<file path="src/rtl/puf_eval_ctrl.sv">
// Arbiter PUF evaluation sequencer: launches NUM_EVALS races per challenge and majority-votes the response.
// Build option: define PUF_STABILITY_EN to compute the per-bit stable_mask; otherwise it reads all ones.
module puf_eval_ctrl #(
  parameter int SETTLE_CYCLES = 16,
  parameter int NUM_EVALS     = 8
) (
  input  logic        s00_axi_aclk,
  input  logic        s00_axi_aresetn,
  input  logic        start,
  input  logic [63:0] challenge,
  output logic        busy,
  output logic        done,
  output logic [63:0] response,
  output logic [63:0] stable_mask,
  output logic        puf_a,
  output logic        puf_b,
  output logic [63:0] puf_c,
  input  logic [63:0] puf_resp
);

`ifdef PUF_STABILITY_EN
  localparam bit LP_STAB_EN = 1'b1;
`else
  localparam bit LP_STAB_EN = 1'b0;
`endif

  localparam logic [8:0] LP_SETTLE_M1 = 9'(SETTLE_CYCLES - 1);
  localparam logic [8:0] LP_ARM_M1    = 9'(SETTLE_CYCLES + 1);
  localparam logic [3:0] LP_N         = 4'(NUM_EVALS);
  localparam logic [4:0] LP_N5        = 5'(NUM_EVALS);

  typedef enum logic [2:0] {
    ST_IDLE, ST_LOAD, ST_ARM, ST_SAMPLE, ST_RELAX, ST_DONE
  } state_t;

  state_t      r_state;
  logic [8:0]  r_timer;
  logic [3:0]  r_evals;
  logic [3:0]  r_cnt [64];
  logic [63:0] r_sync1;
  logic [63:0] r_sync2;
  logic        r_launch;
  logic        r_busy;
  logic        r_done;
  logic [63:0] r_resp;
  logic [63:0] r_stable;
  logic [63:0] r_chal;

  logic [3:0]  w_cnt_nxt [64];
  logic [3:0]  w_evals_nxt;
  logic [63:0] w_vote;
  logic [63:0] w_stable;

  // The array output is asynchronous to the clock, so every bit is double-flopped.
  always_ff @(posedge s00_axi_aclk or negedge s00_axi_aresetn) begin
    if (!s00_axi_aresetn) begin
      r_sync1 <= '0;
      r_sync2 <= '0;
    end else begin
      r_sync1 <= puf_resp;
      r_sync2 <= r_sync1;
    end
  end

  // Vote and stability use the counts including the sample taken this cycle.
  always_comb begin
    w_vote      = '0;
    w_stable    = '0;
    w_evals_nxt = r_evals + 4'd1;
    for (int i = 0; i < 64; i++) begin
      w_cnt_nxt[i] = r_cnt[i] + {3'b000, r_sync2[i]};
      w_vote[i]    = ({w_cnt_nxt[i], 1'b0} > LP_N5);
      w_stable[i]  = LP_STAB_EN ? ((w_cnt_nxt[i] == 4'd0) || (w_cnt_nxt[i] == LP_N)) : 1'b1;
    end
  end

  always_ff @(posedge s00_axi_aclk or negedge s00_axi_aresetn) begin
    if (!s00_axi_aresetn) begin
      r_state  <= ST_IDLE;
      r_timer  <= '0;
      r_evals  <= '0;
      r_launch <= 1'b0;
      r_busy   <= 1'b0;
      r_done   <= 1'b0;
      r_resp   <= '0;
      r_stable <= '0;
      r_chal   <= '0;
      for (int i = 0; i < 64; i++) r_cnt[i] <= '0;
    end else begin
      r_done <= 1'b0;
      if (!LP_STAB_EN) r_stable <= '1;
      case (r_state)
        ST_IDLE: begin
          if (start) begin
            r_chal  <= challenge;
            r_evals <= '0;
            r_timer <= LP_SETTLE_M1;
            r_busy  <= 1'b1;
            r_state <= ST_LOAD;
            for (int i = 0; i < 64; i++) r_cnt[i] <= '0;
          end
        end
        ST_LOAD, ST_RELAX: begin
          if (r_timer == 9'd0) begin
            r_timer  <= LP_ARM_M1;
            r_launch <= 1'b1;
            r_state  <= ST_ARM;
          end else begin
            r_timer <= r_timer - 9'd1;
          end
        end
        ST_ARM: begin
          if (r_timer == 9'd0) begin
            r_launch <= 1'b0;
            r_state  <= ST_SAMPLE;
          end else begin
            r_timer <= r_timer - 9'd1;
          end
        end
        ST_SAMPLE: begin
          for (int i = 0; i < 64; i++) r_cnt[i] <= w_cnt_nxt[i];
          r_evals <= w_evals_nxt;
          if (w_evals_nxt == LP_N) begin
            r_resp   <= w_vote;
            r_stable <= w_stable;
            r_done   <= 1'b1;
            r_state  <= ST_DONE;
          end else begin
            r_timer <= LP_SETTLE_M1;
            r_state <= ST_RELAX;
          end
        end
        ST_DONE: begin
          r_busy  <= 1'b0;
          r_state <= ST_IDLE;
        end
        default: r_state <= ST_IDLE;
      endcase
    end
  end

  assign busy        = r_busy;
  assign done        = r_done;
  assign response    = r_resp;
  assign stable_mask = r_stable;
  assign puf_a       = r_launch;
  assign puf_b       = r_launch;
  assign puf_c       = r_chal;

endmodule

</file>
<file path="config.mk">
export PLATFORM = sky130hd
export DESIGN_NAME = puf_eval_ctrl
export DESIGN_NICKNAME = d
export VERILOG_FILES = /design/src/rtl/puf_eval_ctrl.sv
export SDC_FILE = /design/constraint.sdc
export NUM_CORES = 1
export LEC_CHECK = 0
export ABC_AREA = 0
export BUFFER_PORTS_ARGS = -buffer_cell sky130_fd_sc_hd__clkbuf_2
export CAP_MARGIN = 20
export CORE_MARGIN = 8
export CORE_UTILIZATION = 28
export DETAILED_ROUTE_END_ITERATION = 12
export PLACE_DENSITY_LB_ADDON = 0.12
export SYNTH_ARGS = -nofsm -noshare
export SYNTH_HDL_FRONTEND = slang
export SYNTH_SLANG_ARGS = --single-unit
</file>
<file path="constraint.sdc">
create_clock -name s00_axi_aclk -period 4.37 [get_ports s00_axi_aclk]
set_input_delay 0.2185 -clock s00_axi_aclk [delete_from_list [all_inputs] [get_ports s00_axi_aclk]]
set_output_delay 0.2185 -clock s00_axi_aclk [all_outputs]
set_load 0.01 [all_outputs]
</file>
# Word-level counts from Yosys, hierarchy flattened
# Cells that the tools add are included.
# word_totals
input_bits	131
word_cells	251
ramBits	0
output_inout_bits	196
latchBits	0
memories	0
romBits	0
reg_bits	532
# op_classes
n_lt_le_gt_ge	64
shifts	0
eq_ne	11
mul	0
n_div	0
reduce_logical	14
mux	21
addsub	66
bitwise_logic	0
# op_table
op	n
one-hot mux 256 bit (2 select lines)	1
> comparator 5 x 4 -> 1 bit, second input constant	64
adder 4 x 1 -> 4 bit	64
two-way mux 256 bit	1
two-way mux 9 bit	4
one-hot mux 9 bit (4 select lines)	1
one-hot mux 3 bit (4 select lines)	1
!= test 2 bit, second input constant	5
zero test 9 bit	1
two-way mux 3 bit	3
subtractor 9 x 1 -> 9 bit, second input constant	1
one-hot mux 4 bit (2 select lines)	1
AND reduction 2 bit	4
equality test 3 x 2 -> 1 bit, second input constant	2
equality test 3 bit, second input constant	2
two-way mux 1 bit	6
AND reduction 3 bit	2
nonzero test 2 bit	3
adder 4 x 1 -> 4 bit, second input constant	1
equality test 4 bit, second input constant	1
two-way mux 4 bit	1
one-hot mux 1 bit (2 select lines)	2
AND reduction 4 bit	1
nonzero test 4 bit	1
3 further kinds	3

# Logic depth before layout (Yosys ltp)
# Gate-level depths: netlist (run 1).
# depth
word_depth	4
ltp_mapped	8
depth_no_buf	7

# Worst setup path before layout (run 1)
# No wires, ideal clock.
# synth_timing
path_kind	register to register
start	reg r_evals[0]
end	reg r_resp[15], in the netlist response[15]
setup_slack_ns	2.461
path_stages_with_launch	9
period_less_slack_ns	1.909
arrival_ns	1.781
path_buffers	2
required_time_ns	4.242
setup_time_ns	0.128
path_cell_list	dfrtp_1 > ha_1 > nor2_1 > a21o_1 > a22oi_1 > nor2_1 > buf_2 > buf_4 > mux2_1
# synth_between
elab_chain_len	3
# synth_rtl
item	line	rtl
start, declared	38	logic [3:0] r_evals;
start signal, assigned	122	r_evals <= w_evals_nxt;
adder 4 x 1 -> 4 bit	69	w_evals_nxt = r_evals + 4'd1;
equality test 4 bit	123	if (w_evals_nxt == LP_N) begin
AND reduction 2 bit (no source line)	n/a	
end signal, assigned	124	r_resp <= w_vote;
end, declared	45	logic [63:0] r_resp;
# No other way between the ends.
# A chain may end at the register's enable or synchronous reset.

# Worst setup path in the final report (run 1)
# layout_timing
start	reg r_state[0]
end	reg r_cnt[83] (netlist bit)
# layout_between
elab_chain_len	3
elab_cells_between_ends	6
classes_between	eq/ne (2); mux (1); reduce/logical (3)
# layout_rtl
item	line	rtl
start, declared	36	state_t r_state;
start signal, assigned	79	r_state <= ST_IDLE;
start signal, assigned	99	r_state <= ST_LOAD;
start signal, assigned	107	r_state <= ST_ARM;
equality test 3 x 2 -> 1 bit / zero test 3 bit (equally long branches)	92	case (r_state)
nonzero test 2 bit (no source line) / != test 2 bit (equally long branches)	n/a	
AND reduction 2 bit (no source line)	n/a	
end, declared	39	logic [3:0] r_cnt [64];
# Parallel ways exist; a longest one is shown, timed or not.

==> results.md, run 1 <==
- Placer Congestion: 0.7135
- Vias: 17740
- GRT Total Usage: 0.1254
- Die W: 308.5 um
- Post-CTS Hold Fix Bufs: 130
- Total grt overflow: 0
- Fin. Hold Viols: 0
- Drt wl/cell: 15.39 um
- Flop-to-flop setup slack: 1.32 ns
- Root buffer cell: clkbuf_16
- Slew margin rel.: 0.2666
- Most frequent cells in the layout: 532 x dfrtp_1, 397 x nand2_1, 325 x clkbuf_2
- Register Area: 13310 um^2
- CP arrival: 3.55 ns
- Die Ht: 308.5 um
- Commonest non-fill, non-tap cell in the layout: dfrtp_1
- Layout cells sized above 1: 0.1869
- Pwr dens: 567.7 nW/um^2
- Worst vdd ir: 485.1 uV
- Syn_area_per_cell: 10.35 um^2
- Die footprint: 95160 um^2
- Clock skew: 0.01682 ns
- Synth Cell Area: 23950 um^2
- Worst skew pair latency: 0.59 ns
- Synth-to-Final Area Change: 24.92%
- Final Cycle Share: 0.6968
- Mapped Cells: 2315
- Total Wirelength: 59.81 mm
- Slew Limit Fails: 0
- Max clock buf depth: 3
- Wire length of the first global-routing pass: 98.52 mm
- Number of synthesized flops with an enable pin: 0
- Initial Utilization: 0.2817
- Vias in the first global route: 18760
- Leakage: 14.47 nW
- Worst reg-to-reg path cell count: 6
- TNS Setup: 0 ns
- Post-DP HPWL: 36.45 mm
- Total CTS buffers: 67
- Area of the multi-input gates: 9478 um^2
- Ports: 327
- Ys flop type: dfrtp_1
- Area post-placement: 26380 um^2
- Worst Path Max Fanout: 177
- Design area: 29920 um^2
- Fillers: 8416
- CTS tree: done
- Setup crit end kind: flop
- Netlist cell types: 49
- Status: finished clean
- Minimum clock period: 3.045 ns
- Clock transition at the registers of the reported paths: 0.06 ns
- Via density: 4.564
- Worst slew pin tran: 1.100 ns
- Port-buffer cells: 326
- Synth Warn #: 0
- Fmax: 328.4 MHz
- Unrepaired setup endpoints after global routing: false
- Path category of the worst min-delay check: in2async
- Sequential area share after synthesis: 0.5558
- Initial DRT Pass Iterations: 4
- Pin count of the biggest net entering global routing: 217
- Resized cells post-CTS: 0
- Crit path kind: reg2reg
- Core ar.: 85010 um^2
- Initial antenna violation count: 3
- Initial DRC Count: 946
- Postcts setup bufs: 0
- Setup violators final: 0
- Post-synth ARST share: 1.000
- Clock sink count: 532
- Worst EP required: 4.87 ns
- Startpoint Class: flop
- Htree depth: 3
- # rows: 107
- MaxCap Viol Count: 0
- Routed Antenna Nets: 0
- Synth Net Count: 2578
- Nets: 2951
- Residual DRC: 0
- #FFs+latches synth: 532
-- worst paths after layout --
| check | to | from |
|---|---|---|
| min in group s00_axi_aclk | r_sync1[55] | puf_resp[55] |
| hold reg to reg | r_sync2[0] | r_sync1[0] |
| setup / recovery | r_cnt[83] | r_state[0] |
| max in group asynchronous | r_sync2[2] | s00_axi_aresetn |
| hold / removal | stable_mask[0] | s00_axi_aresetn |
| setup reg to reg | r_cnt[83] | r_state[0] |
-- layer usage --
layer | wire length (um) | vias up | GRT usage
li1 | - | 8696 | -
met1 | 26340 | 8620 | 0.1561
met2 | 28940 | 325 | 0.2134
met3 | 2766 | 100 | 0.02743
met4 | 1766 | 0 | 0.04450
met5 | 0 | - | 0
-- synth_stat cells, types with 2 or more instances --
library cell  count  area share
o22ai_1          66       0.017
clkbuf_1         83       0.013
buf_4            75       0.024
nand2b_1         52       0.014
or3_1            13      0.0034
o21ai_0         265       0.055
nand3_1         115       0.024
o211ai_1          3     0.00094
ha_1            132       0.069
nor2b_1           5      0.0013
o21ai_1          84       0.018
buf_2             8      0.0017
a221o_1          13      0.0054
mux2i_1           2     0.00084
mux2_2           56       0.026
mux2_1           72       0.034
nor3b_1           2     0.00063
o221ai_1          3      0.0011
nor3_1            4     0.00084
nand3b_1          3     0.00094
a31oi_1           4      0.0010
xor2_1           49       0.018
nor2_1           90       0.014
inv_1            68       0.011
o31ai_1           5      0.0016
nor4_1            2     0.00052
buf_1             4     0.00063
xnor2_1           2     0.00073
a21oi_1          88       0.018
nand2_1         397       0.062
dfrtp_1         532        0.56
-- final cells by class --
class | count | area share
repair buffers | 474 | 0.1071
clock buffers | 100 | 0.06657
clock inverters | 21 | 0.007945
inverters | 69 | 0.008656
well taps | 1144 | 0.04784
flip-flops and latches | 532 | 0.4449
diodes | 3 | 0.0002509
multi-input cells | 1544 | 0.3168
-- worst max-delay path, stage by stage (launching register included) --
cell     delay, ns
dfrtp_1       0.67
inv_2         0.13
nor3b_4       0.28
buf_12        0.69
buf_4         0.81
a21oi_1       0.15
o21ai_0       0.18
-- logic make-up after synthesis --
group                      synth area share
xor gates and xnor gates            0.01865
AOI/OAI and AO/OA                    0.1217
and+or+nand+nor                      0.1241
other                             0.0001566
adders and majority gates           0.06895
muxes                               0.06101
DFF                                  0.5558
buffers and inverters               0.04963
-- flip-flops by register name (all words and copies together), names as in the netlist --
name         flops
busy             1
done             1
puf_a            1
puf_c           64
r_cnt          256
r_evals          4
r_state          3
r_sync1         64
r_sync2         64
r_timer          9
response        64
stable_mask      1
-- power by group --
group	switching, W	total (W)	internal (W)	leakage, nW
logic	0.00238	0.00424	0.00186	6.49
clock network	0.00217	0.00557	0.00340	1.10
registers	0.000984	0.00718	0.00620	6.87
total	0.00553	0.0170	0.0115	14.5
-- metrics by stage --
step | total power (W) | setup slack (ns) | hold WS [ns] | utilization | cells
3_3_place_gp | 0.01132 | 1.354 | 0.2432 | 0.3103 | 3633
5_1_grt | 0.01827 | 1.013 | 0.2293 | 0.3519 | 3885
6_report | 0.01699 | 1.325 | 0.1951 | 0.3520 | 3887
3_5_place_dp | 0.01150 | 1.273 | 0.2314 | 0.3103 | 3633
2_1_floorplan | 0.009928 | 2.461 | -0.07709 | - | 2315
4_1_cts | 0.01737 | 1.278 | 0.1852 | 0.3519 | 3884
Power figures use the tool's default switching activity.
==> run 2, diff against run 1 <==
clock period = 2.5 ns   (was 4.37 ns; I/O delays follow)
==> run 2 against run 1 <==
Against the previous run: fmax increased by 47%; global-route usage about the same; power increased by 79%; non-clock buffer count increased by 26; sequential power increased by 74%; clock skew increased by 0.0013 ns; critical endpoint is now response[15].
==> results.md, run 2 (same netlist as run 1, synthesis figures left out) <==
- Vias: 17980
- Worst skew pair latency: 0.60 ns
- Fin util: 0.3587
- Initial Utilization: 0.2817
- Clock skew: 0.01811 ns
- Clock transition at the registers of the reported paths: 0.06 ns
- Total grt overflow: 0
- MaxCap Viol Count: 0
- Setup crit end kind: flop
- Htree depth: 3
- GRT Total Usage: 0.1253
- Largest register FFs: 256
- CP arrival: 2.55 ns
- # rows: 107
- Pin count of the biggest net entering global routing: 83
- Final Cycle Share: 0.8299
- Minimum clock period: 2.075 ns
- Setup violators final: 0
- Met3 global-route usage: 0.02605
- Worst vdd ir: 611.3 uV
- CTS tree: done
- Ports: 327
- Routed Antenna Nets: 0
- Initial DRT Pass Iterations: 5
- Synth-to-Final Area Change: 27.33%
- Status: finished clean
- Fillers: 8436
- Top reg by flops: r_cnt
- Worst Path Max Fanout: 34
- Unrepaired setup endpoints after global routing: false
- Placer Congestion: 0.7179
- Fin. Hold Viols: 0
- Path category of the worst min-delay check: in2async
- Most frequent cells in the layout: 532 x dfrtp_1, 397 x nand2_1, 325 x clkbuf_2
- GR Util met2: 0.2125
- Busiest metal layer after global routing: met2
- Die footprint: 95160 um^2
- Startpoint Class: flop
- Via density: 4.593
- Met1 Use GR: 0.1583
- Die W: 308.5 um
- Worst EP required: 2.97 ns
- Root buffer cell: clkbuf_16
- Port-buffer cells: 326
- Core ar.: 85010 um^2
- Slew margin rel.: 0.4732
- Nets: 2978
- Pwr dens: 999.3 nW/um^2
- Commonest non-fill, non-tap cell in the layout: dfrtp_1
- Drt wl/cell: 15.35 um
- Total CTS buffers: 68
- Layout cells sized above 1: 0.1957
- Vias in the first global route: 18590
- Fmax: 482.0 MHz
- Clock sink count: 532
- TNS Setup: 0 ns
- Worst slew pin tran: 0.7830 ns
- Initial DRC Count: 1017
- Wire length of the first global-routing pass: 98.30 mm
- Initial antenna violation count: 1
- Leakage: 14.75 nW
- Residual DRC: 0
- Die Ht: 308.5 um
- Post-DP HPWL: 38.35 mm
- Slew Limit Fails: 0
- Max clock buf depth: 3
- Crit path kind: reg2reg
- Total Wirelength: 60.08 mm
[run 2: cell types whose count changed in the layout (fill, tap and decap cells not counted), sizes merged]
cell	change
diode	-2
clkbuf	+1
clkinvlp	+1
buf	+26
bufinv	+4
inv	-3
[run 2: through the flow]
stage | worst slack, ns | hold slack [ns] | instances | total power, W | cell area, um^2
floorplan | 0.5915 | -0.1706 | 2315 | 0.01735 | 23950
global placement | 0.4238 | 0.07325 | 3659 | 0.01981 | 26750
detailed placement | 0.4205 | 0.07172 | 3659 | 0.02012 | 26750
CTS | 0.3985 | 0.004803 | 3913 | 0.03114 | 30490
global route | 0.2110 | 0.04455 | 3913 | 0.03271 | 30490
finish | 0.4253 | 0.04294 | 3914 | 0.03048 | 30500
[run 2: power breakdown]
part           switching (W)  internal [W]  leakage (nW)
clock                0.00394       0.00653          1.19
combinational        0.00413       0.00337          6.68
sequential           0.00166        0.0108          6.87
[run 2: path summary, 6_finish.rpt]
kind                       slack (ns)  cells after the start           end       startpoint
min in group s00_axi_aclk        0.17                      2    r_sync1[6]      puf_resp[6]
hold reg to reg                  0.34                      0   r_sync2[52]      r_sync1[52]
hold / removal                   0.04                      2   r_sync1[38]  s00_axi_aresetn
setup reg to reg                 0.43                      7  response[15]       r_evals[0]
setup / recovery                 0.43                      7  response[15]       r_evals[0]
max in group asynchronous        1.52                      4    r_cnt[215]  s00_axi_aresetn
[run 2: per-layer routing]
metal	routed length (um)	up-vias
met2	28940	349
li1	-	8755
met3	2776	91
met1	26700	8782
met5	0	-
met4	1661	0
[run 2: final cells by class]
type,instances,area [um^2],share of cell area
flip-flops and latches,532,13310,0.4365
multi-input cells,1544,9478,0.3108
repair buffers,500,3573,0.1172
clock buffers,101,2038,0.06683
well taps,1144,1431,0.04694
clock inverters,23,401.6,0.01317
inverters,69,259.0,0.008493
diodes,1,2.502,0.00008205
[run 2: worst max-delay path, cell delays in order (launching register included)]
cell and delay (ns):
dfrtp_1 0.43, ha_1 0.27, nor2_1 0.14, a21o_1 0.12, a22oi_1 0.12, nor2_4 0.18, buf_12 0.28, mux2_1 0.36
[run 2: repair_timing]
item                                   in CTS  in global routing
hold buffers                              130                  0
endpoints found under the hold margin     442                  0
gates resized for setup                     0                  0
setup buffers                               0                  0
